### src/rtl/mem_arbiter_pkg.sv
// Shared constants for the two-port memory arbiter: FSM state encodings and port indices.
package mem_arbiter_pkg;

  localparam int unsigned STATE_W = 2;

  localparam logic [STATE_W-1:0] ST_IDLE  = 2'd0;
  localparam logic [STATE_W-1:0] ST_ISSUE = 2'd1;
  localparam logic [STATE_W-1:0] ST_WAIT  = 2'd2;
  localparam logic [STATE_W-1:0] ST_RESP  = 2'd3;

  localparam logic PORT0 = 1'b0;
  localparam logic PORT1 = 1'b1;

endpackage

### src/rtl/mem_arbiter_if.sv
// Bundle of requester handshakes (CPU port 0, loader port 1) and the shared memory bus.
interface mem_arbiter_if #(
  parameter int unsigned WIDTH_DATA = 32,
  parameter int unsigned DAWIDTH    = 10
);
  logic                  req0, req1;
  logic                  we0, we1;
  logic [DAWIDTH-1:0]    addr0, addr1;
  logic [WIDTH_DATA-1:0] wdata0, wdata1;
  logic                  gnt0, gnt1;
  logic                  rvalid0, rvalid1;
  logic [WIDTH_DATA-1:0] rdata0, rdata1;
  logic                  mem_re, mem_we;
  logic [DAWIDTH-1:0]    mem_addr;
  logic [WIDTH_DATA-1:0] mem_wdata;
  logic [WIDTH_DATA-1:0] mem_rdata;

  // Arbiter side
  modport slave (
    input  req0, req1, we0, we1, addr0, addr1, wdata0, wdata1, mem_rdata,
    output gnt0, gnt1, rvalid0, rvalid1, rdata0, rdata1,
    output mem_re, mem_we, mem_addr, mem_wdata
  );

  // Requesters plus memory side
  modport master (
    output req0, req1, we0, we1, addr0, addr1, wdata0, wdata1, mem_rdata,
    input  gnt0, gnt1, rvalid0, rvalid1, rdata0, rdata1,
    input  mem_re, mem_we, mem_addr, mem_wdata
  );
endinterface

### src/rtl/arb_rr2.sv
// Two-requester winner select: round-robin on last grant, or fixed port-0 priority
// when ARB_FIXED_PRIO_EN is defined.
module arb_rr2
  import mem_arbiter_pkg::*;
(
  input  logic req0,
  input  logic req1,
`ifndef ARB_FIXED_PRIO_EN
  input  logic last_gnt,
`endif
  output logic win_c,
  output logic any_c
);

  always_comb begin
    any_c = req0 | req1;
    win_c = PORT0;
    if (req0 && req1) begin
`ifdef ARB_FIXED_PRIO_EN
      win_c = PORT0;
`else
      win_c = (last_gnt == PORT0) ? PORT1 : PORT0;
`endif
    end else if (req1) begin
      win_c = PORT1;
    end
  end

endmodule

### src/rtl/mem_arbiter.sv
// Two-port single-memory arbiter: IDLE -> ISSUE -> (WAIT -> RESP) -> IDLE, all outputs registered.
// Define ARB_FIXED_PRIO_EN for fixed port-0 priority instead of round-robin.
module mem_arbiter
  import mem_arbiter_pkg::*;
#(
  parameter int unsigned WIDTH_DATA = 32,
  parameter int unsigned DAWIDTH    = 10
) (
  input  logic          clk,
  input  logic          reset,
  mem_arbiter_if.slave  bus
);

  logic [STATE_W-1:0]    state_q, state_d;
  logic                  port_q, port_d;
  logic                  cmd_we_q, cmd_we_d;
  logic                  gnt0_q, gnt0_d, gnt1_q, gnt1_d;
  logic                  rvalid0_q, rvalid0_d, rvalid1_q, rvalid1_d;
  logic [WIDTH_DATA-1:0] rdata0_q, rdata0_d, rdata1_q, rdata1_d;
  logic                  mem_re_q, mem_re_d, mem_we_q, mem_we_d;
  logic [DAWIDTH-1:0]    mem_addr_q, mem_addr_d;
  logic [WIDTH_DATA-1:0] mem_wdata_q, mem_wdata_d;
  logic                  win_c, any_c;
`ifndef ARB_FIXED_PRIO_EN
  logic                  last_q, last_d;
`endif

  arb_rr2 u_arb (
    .req0     (bus.req0),
    .req1     (bus.req1),
`ifndef ARB_FIXED_PRIO_EN
    .last_gnt (last_q),
`endif
    .win_c    (win_c),
    .any_c    (any_c)
  );

  // Outputs are computed one state ahead so they are valid for the whole target cycle
  always_comb begin
    state_d     = state_q;
    port_d      = port_q;
    cmd_we_d    = cmd_we_q;
    gnt0_d      = 1'b0;
    gnt1_d      = 1'b0;
    rvalid0_d   = 1'b0;
    rvalid1_d   = 1'b0;
    rdata0_d    = rdata0_q;
    rdata1_d    = rdata1_q;
    mem_re_d    = 1'b0;
    mem_we_d    = 1'b0;
    mem_addr_d  = mem_addr_q;
    mem_wdata_d = mem_wdata_q;
`ifndef ARB_FIXED_PRIO_EN
    last_d      = last_q;
`endif
    case (state_q)
      ST_IDLE: begin
        if (any_c) begin
          state_d     = ST_ISSUE;
          port_d      = win_c;
          cmd_we_d    = (win_c == PORT1) ? bus.we1    : bus.we0;
          mem_addr_d  = (win_c == PORT1) ? bus.addr1  : bus.addr0;
          mem_wdata_d = (win_c == PORT1) ? bus.wdata1 : bus.wdata0;
          mem_we_d    = cmd_we_d;
          mem_re_d    = ~cmd_we_d;
          gnt0_d      = (win_c == PORT0);
          gnt1_d      = (win_c == PORT1);
        end
      end
      ST_ISSUE: begin
        state_d = cmd_we_q ? ST_IDLE : ST_WAIT;
`ifndef ARB_FIXED_PRIO_EN
        last_d  = port_q;
`endif
      end
      ST_WAIT: begin
        state_d = ST_RESP;
        if (port_q == PORT1) begin
          rdata1_d  = bus.mem_rdata;
          rvalid1_d = 1'b1;
        end else begin
          rdata0_d  = bus.mem_rdata;
          rvalid0_d = 1'b1;
        end
      end
      ST_RESP: state_d = ST_IDLE;
      default: state_d = ST_IDLE;
    endcase
  end

  always_ff @(posedge clk or posedge reset) begin
    if (reset) begin
      state_q     <= ST_IDLE;
      port_q      <= PORT0;
      cmd_we_q    <= 1'b0;
      gnt0_q      <= 1'b0;
      gnt1_q      <= 1'b0;
      rvalid0_q   <= 1'b0;
      rvalid1_q   <= 1'b0;
      rdata0_q    <= '0;
      rdata1_q    <= '0;
      mem_re_q    <= 1'b0;
      mem_we_q    <= 1'b0;
      mem_addr_q  <= '0;
      mem_wdata_q <= '0;
`ifndef ARB_FIXED_PRIO_EN
      last_q      <= PORT1;
`endif
    end else begin
      state_q     <= state_d;
      port_q      <= port_d;
      cmd_we_q    <= cmd_we_d;
      gnt0_q      <= gnt0_d;
      gnt1_q      <= gnt1_d;
      rvalid0_q   <= rvalid0_d;
      rvalid1_q   <= rvalid1_d;
      rdata0_q    <= rdata0_d;
      rdata1_q    <= rdata1_d;
      mem_re_q    <= mem_re_d;
      mem_we_q    <= mem_we_d;
      mem_addr_q  <= mem_addr_d;
      mem_wdata_q <= mem_wdata_d;
`ifndef ARB_FIXED_PRIO_EN
      last_q      <= last_d;
`endif
    end
  end

  assign bus.gnt0      = gnt0_q;
  assign bus.gnt1      = gnt1_q;
  assign bus.rvalid0   = rvalid0_q;
  assign bus.rvalid1   = rvalid1_q;
  assign bus.rdata0    = rdata0_q;
  assign bus.rdata1    = rdata1_q;
  assign bus.mem_re    = mem_re_q;
  assign bus.mem_we    = mem_we_q;
  assign bus.mem_addr  = mem_addr_q;
  assign bus.mem_wdata = mem_wdata_q;

endmodule

### src/flat_wrapper.sv
// flat-port wrapper written by rule: the top's interface ports become plain ports
module mem_arbiter_flat import mem_arbiter_pkg::*;
#(
  parameter int unsigned WIDTH_DATA = 32,
  parameter int unsigned DAWIDTH    = 10
)
  (clk, reset, bus_req0, bus_req1, bus_we0, bus_we1, bus_addr0, bus_addr1, bus_wdata0, bus_wdata1, bus_mem_rdata, bus_gnt0, bus_gnt1, bus_rvalid0, bus_rvalid1, bus_rdata0, bus_rdata1, bus_mem_re, bus_mem_we, bus_mem_addr, bus_mem_wdata);
  mem_arbiter_if #(.WIDTH_DATA(WIDTH_DATA), .DAWIDTH(DAWIDTH)) bus_i ();
  input  logic clk;
  input  logic reset;
  input wire logic [$bits(bus_i.req0)-1:0] bus_req0;
  input wire logic [$bits(bus_i.req1)-1:0] bus_req1;
  input wire logic [$bits(bus_i.we0)-1:0] bus_we0;
  input wire logic [$bits(bus_i.we1)-1:0] bus_we1;
  input wire logic [$bits(bus_i.addr0)-1:0] bus_addr0;
  input wire logic [$bits(bus_i.addr1)-1:0] bus_addr1;
  input wire logic [$bits(bus_i.wdata0)-1:0] bus_wdata0;
  input wire logic [$bits(bus_i.wdata1)-1:0] bus_wdata1;
  input wire logic [$bits(bus_i.mem_rdata)-1:0] bus_mem_rdata;
  output wire logic [$bits(bus_i.gnt0)-1:0] bus_gnt0;
  output wire logic [$bits(bus_i.gnt1)-1:0] bus_gnt1;
  output wire logic [$bits(bus_i.rvalid0)-1:0] bus_rvalid0;
  output wire logic [$bits(bus_i.rvalid1)-1:0] bus_rvalid1;
  output wire logic [$bits(bus_i.rdata0)-1:0] bus_rdata0;
  output wire logic [$bits(bus_i.rdata1)-1:0] bus_rdata1;
  output wire logic [$bits(bus_i.mem_re)-1:0] bus_mem_re;
  output wire logic [$bits(bus_i.mem_we)-1:0] bus_mem_we;
  output wire logic [$bits(bus_i.mem_addr)-1:0] bus_mem_addr;
  output wire logic [$bits(bus_i.mem_wdata)-1:0] bus_mem_wdata;
  assign bus_i.req0 = bus_req0;
  assign bus_i.req1 = bus_req1;
  assign bus_i.we0 = bus_we0;
  assign bus_i.we1 = bus_we1;
  assign bus_i.addr0 = bus_addr0;
  assign bus_i.addr1 = bus_addr1;
  assign bus_i.wdata0 = bus_wdata0;
  assign bus_i.wdata1 = bus_wdata1;
  assign bus_i.mem_rdata = bus_mem_rdata;
  assign bus_gnt0 = bus_i.gnt0;
  assign bus_gnt1 = bus_i.gnt1;
  assign bus_rvalid0 = bus_i.rvalid0;
  assign bus_rvalid1 = bus_i.rvalid1;
  assign bus_rdata0 = bus_i.rdata0;
  assign bus_rdata1 = bus_i.rdata1;
  assign bus_mem_re = bus_i.mem_re;
  assign bus_mem_we = bus_i.mem_we;
  assign bus_mem_addr = bus_i.mem_addr;
  assign bus_mem_wdata = bus_i.mem_wdata;
  mem_arbiter #(.WIDTH_DATA(WIDTH_DATA), .DAWIDTH(DAWIDTH)) u_core (.clk(clk), .reset(reset), .bus(bus_i));
endmodule
### config.mk
export PLATFORM = sky130hd
export DESIGN_NAME = mem_arbiter_flat
export DESIGN_NICKNAME = d
export VERILOG_FILES = /design/src/rtl/mem_arbiter_pkg.sv /design/src/rtl/mem_arbiter_if.sv /design/src/rtl/arb_rr2.sv /design/src/rtl/mem_arbiter.sv /design/src/flat_wrapper.sv
export SDC_FILE = /design/constraint.sdc
export NUM_CORES = 1
export LEC_CHECK = 0
export CAP_MARGIN = 10
export CELL_PAD_IN_SITES_DETAIL_PLACEMENT = 0
export CELL_PAD_IN_SITES_GLOBAL_PLACEMENT = 1
export CORE_UTILIZATION = 35
export DETAILED_ROUTE_END_ITERATION = 8
export HOLD_SLACK_MARGIN = 0.02
export PLACE_DENSITY_LB_ADDON = 0.1
export SYNTH_ARGS = -nofsm -noshare
export SYNTH_HDL_FRONTEND = slang
export SYNTH_HIERARCHICAL = 1
export SYNTH_SLANG_ARGS = --single-unit
export TNS_END_PERCENT = 20
### constraint.sdc
create_clock -name clk -period 9.51 [get_ports clk]
set_input_delay 1.902 -clock clk [delete_from_list [all_inputs] [get_ports clk]]
set_output_delay 1.902 -clock clk [all_outputs]
set_load 0.1 [all_outputs]
Word-level counts from Yosys, hierarchy flattened
Index checks and enable logic that the tools add are counted.
- equal/unequal tests: 4
- bitwise operators: 4
- div/mod/pow operators: 0
- magnitude comparators: 0
- $mul: 0
- multiplexer cells: 21
- $add $sub $neg: 0
- reductions and logical operators: 5
- shift operators: 0
- operators by type and width (kind ; count):
    two-way mux 32 bit ; 1
    two-way mux 1 bit ; 16
    two-way mux 10 bit ; 1
    one-hot mux 2 bit (4 select lines) ; 1
    AND reduction 2 bit ; 3
    == test 2 bit, second input constant ; 2
    two-way mux 2 bit ; 2
    NOT 1 bit ; 3
    == test 2 x 1 -> 1 bit, second input constant ; 1
    zero test 2 bit ; 1
    != test 2 x 1 -> 1 bit, second input constant ; 1
    logical AND 1 bit ; 1
    bitwise OR 1 bit ; 1
- RAM bits: 0
- bits of input ports: 122
- ROM bits: 0
- flip-flop bits (word level): 117
- memories kept: 0
- logic and storage cells: 48
- output and inout bits: 112
- latch bits: 0

Depth between registers and ports, before layout
- depth in word-level cells: 6
- mapped depth: 5
- mapped depth without buffers: 3

Cells and area by module
The synthesis kept the hierarchy.
- by module, submodules not included (module ; instances ; sequential area each (sq um) ; area an instance (sq um) ; cells each):
    mem_arbiter ; 1 ; 2929.1 ; 4958.5 ; 300
    arb_rr2 ; 1 ; 0.0 ; 13.8 ; 2

Worst setup path after synthesis
OpenSTA, ideal clock, no wires.
- kind: input-to-reg
- start: input bus_req1
- end: register u_core.mem_wdata_q[21] (netlist: u_core/bus.mem_wdata[21])
- data required time: 9.385 ns
- path slack: 6.356 ns
- stages: 5
- arrival: 3.028 ns
- path buffers: 2
- setup time: 0.125 ns
- path through: a21boi_1 buf_2 buf_2 mux2_2 mux2_2
- word-level cells in the longest chain between the ends: 3
- elaborated cells between the ends (all ways): 6
- those cells by class: mux (3); bitwise (1); reduce/logical (2)
- RTL lines (element ; RTL line ; text):
    start: declaration ; flat_wrapper.sv:12 ; input wire logic [$bits(bus_i.req1)-1:0] bus_req1;
    two-way mux 1 bit or logical AND 1 bit (tied branches) ; arb_rr2.sv:24, arb_rr2.sv:18 ;
    two-way mux 1 bit ; arb_rr2.sv:18 ; if (req0 && req1) begin
    two-way mux 32 bit ; mem_arbiter.sv:63 ; mem_wdata_d = (win_c == PORT1) ? bus.wdata1 : bus.wdata0;
    end signal: assignment ; mem_arbiter.sv:122 ; mem_wdata_q <= mem_wdata_d;
    end: declaration ; mem_arbiter.sv:22 ; logic [WIDTH_DATA-1:0] mem_wdata_q, mem_wdata_d;
Several ways; a longest one is shown, not always the timed one.
A chain may end at the register's enable or synchronous reset.

Worst setup path in the final report
- start: register u_core.rdata0_q[27] (netlist: u_core/bus.rdata0[27])
- end: output bus_rdata0[27]
- RTL lines (element ; RTL line ; text):
    start: declaration ; mem_arbiter.sv:19 ; logic [WIDTH_DATA-1:0] rdata0_q, rdata0_d, rdata1_q, rdata1_d;
    start signal: assignment ; mem_arbiter.sv:117 ; rdata0_q <= rdata0_d;
    end: declaration ; flat_wrapper.sv:24 ; output wire logic [$bits(bus_i.rdata0)-1:0] bus_rdata0;
No word-level cell between the ends.

==> flow_summary_export.csv <==
group,metric,value,unit
status,status,"finished, final reports clean",
grt,grt_pass1_vias,3494,
critical_path,path_cells,"clkdlybuf4s50_1",
cts,htree_levels,4,
final_layout,stdcell_area,0.00810,mm2
timing,final.setup.tns,0,ns
routing,drc,0,
final_layout,register_area,0.00293,mm2
timing,grt_setup_unrepaired,"no",
worst_hold_path,worstHoldPathType,"flop to flop",
critical_path,crit_family,"buffers and inverters",
cts,clk-insertion-delay-late,0.40,ns
place,postPlaceCellArea,0.00744,mm2
timing,slew_violations,0,
critical_path,endpoint_kind,"output pin",
place,dp_hpwl,8230,um
die,fp-row-count,43,
final_layout,nets,664,
yosys,synthesis.instances,302,
final_layout,antenna_cells,0,
cts,clockBufferDepth,2,
routing,ant_nets,0,
die,die_w,121,um
grt,track_usage,16.9,%
die,ios,234,
job,cap_violations,0,
cts,post_cts_buffers,0,
timing,hold_viol,0,
routing,post_drt_wl_per_cell,16.3,um
grt,grt_max_degree,67,
critical_path,critPathLaunchType,"flop",
critical_path,arrival,1.93,ns
yosys,synth_cell_types,21,
timing,worst_pin_slew,1.03,ns
cts,clock_sinks,117,
timing,fmax,261,MHz
yosys,syn_nets,424,
final_layout,syn_to_final_growth,62.8,%
yosys,ys_ff_latch,117,
grt,grt_antenna_before_repair,0,
timing,max_slew_margin,31.0,%
critical_path,slowest_stage,"clkdlybuf4s50_1",
final_layout,nFillCells,1102,
grt,grt_pass1_wl,18300,um
final_layout,drive_gt1_share,34.2,%
yosys,synth_area,0.00497,mm2
die,die_y,121,um
cts,postCtsHoldBufs,0,
critical_path,required,7.61,ns
die,dieArea,0.0147,mm2
cts,tritoncts,"yes",
final_layout,multi_input_area,0.00191,mm2
timing,period_minus_slack,3.84,ns
die,core,0.0139,mm2
cts,ctsResizeCount,0,
routing,wirelength,12000,um
routing,vias_per_cell,4.58,
cts,clk_pin_slew_worst_paths,0.05,ns
yosys,syn_avg_cell_area,16.5,um2
grt,overflow,0,
routing,num_vias,3363,
routing,firstDrtPassIters,4,
die,initial_core_util,35.8,%
timing,skew,0.00605,ns
yosys,synth_warnings,6,
yosys,yosysSeqAreaShare,58.9,%
cts,cts_buffers,17,
timing,min_period_over_period,40.3,%
routing,drt_iter0_markers,147,
cts,root_buffer,"clkbuf_16",
place,globalplace.congestion,0.710,
critical_path,path_class,"flop to output pin",
critical_path,path_buf_inv,1,
critical_path,cp_max_fo,2,
critical_path,max_stage_delay,1.16,ns
place,port_buffers,233,
timing,setup_viol,0,
stage by stage:
step / hold WS (ns) / setup slack (ns) / utilization [%] / std cells
2_1_floorplan: 0.436 / 4.51 / - / 302
3_3_place_gp: 0.457 / 5.46 / 53.6 / 703
3_5_place_dp: 0.478 / 5.39 / 53.6 / 703
4_1_cts: 0.471 / 5.65 / 58.3 / 735
5_1_grt: 0.494 / 5.63 / 58.3 / 735
6_report: 0.466 / 5.67 / 58.3 / 735
placed cells by master, fill, tap and decap left out, types with 3 or more instances in the layout:
cell type,count
buf_4,4
bufinv_16,5
clkbuf_16,17
clkdlybuf4s50_1,233
clkinv_2,3
clkinvlp_4,4
dfrtp_1,116
mux2_2,128
mux2_4,20
cell usage after synthesis:
| library cell | count | area, um2 |
|---|---|---|
| nor2_1 | 2 | 7.51 |
| nor3b_4 | 1 | 18.8 |
| dfrtp_1 | 116 | 2900 |
| mux2_4 | 20 | 300 |
| dfstp_2 | 1 | 26.3 |
| nand2b_1 | 1 | 6.26 |
| buf_2 | 4 | 20.0 |
| nor3b_2 | 1 | 12.5 |
| or2_1 | 1 | 6.26 |
| inv_1 | 3 | 11.3 |
| mux2_1 | 2 | 22.5 |
| nand3b_2 | 1 | 11.3 |
| a21boi_1 | 1 | 7.51 |
| buf_6 | 8 | 90.1 |
| buf_4 | 4 | 30.0 |
| nor2b_1 | 2 | 12.5 |
| mux2i_1 | 2 | 20.0 |
| mux2_2 | 128 | 1440 |
| or2b_1 | 1 | 7.51 |
| and2_1 | 2 | 12.5 |
| o21ai_0 | 1 | 5.00 |
cell families (layout without fill, tap and decap cells):
logic type	after synthesis	count (layout)	synth area share (%)
compound gates	2	2	0.252
buf+inv	19	272	3.04
flops	117	117	58.9
mux	152	152	35.9
simple gates	12	12	1.91
area by class of cell:
class                   instances  area share [%]
inverters                       3           0.170
multi-input cells             166            23.6
well taps                     180            2.78
clock inverters                13            2.52
clock buffers                  19            5.59
repair buffers                237            29.2
flip-flops and latches        117            36.2
layer usage:
| metal | track usage (%) | vias up | routed length, um |
|---|---|---|---|
| li1 | - | 1550 | - |
| met1 | 19.2 | 1672 | 4850 |
| met2 | 27.7 | 129 | 5930 |
| met3 | 7.57 | 12 | 1100 |
| met4 | 6.48 | 0 | 144 |
| met5 | 0 | - | 0 |
sequential cells by signal, indices dropped and copies added (netlist names), named ones only:
| name | cells |
|---|---|
| u_core/bus.gnt0 | 1 |
| u_core/bus.gnt1 | 1 |
| u_core/bus.mem_addr | 10 |
| u_core/bus.mem_re | 1 |
| u_core/bus.mem_wdata | 32 |
| u_core/bus.mem_we | 1 |
| u_core/bus.rdata0 | 32 |
| u_core/bus.rdata1 | 32 |
| u_core/bus.rvalid0 | 1 |
| u_core/bus.rvalid1 | 1 |
| u_core/cmd_we_q | 1 |
| u_core/last_q | 1 |
| u_core/port_q | 1 |
| u_core/state_q | 1 |
final timing paths:
check,startpoint,cells past startpoint,slack (ns),to
setup reg to reg,u_core/state_q[0],2,7.39,u_core/bus.rdata1[26]
min in group asynchronous,reset,2,2.02,u_core/bus.mem_wdata[10]
hold / removal,u_core/cmd_we_q,1,0.47,flop
setup / recovery,u_core/bus.rdata0[27],1,5.67,bus_rdata0[27]
max in group asynchronous,reset,3,6.29,u_core/bus.rdata1[14]
hold reg to reg,u_core/cmd_we_q,1,0.47,flop
Power is not shown: default switching activity piles up to over one toggle a cycle in this logic, so the estimate is an artifact.
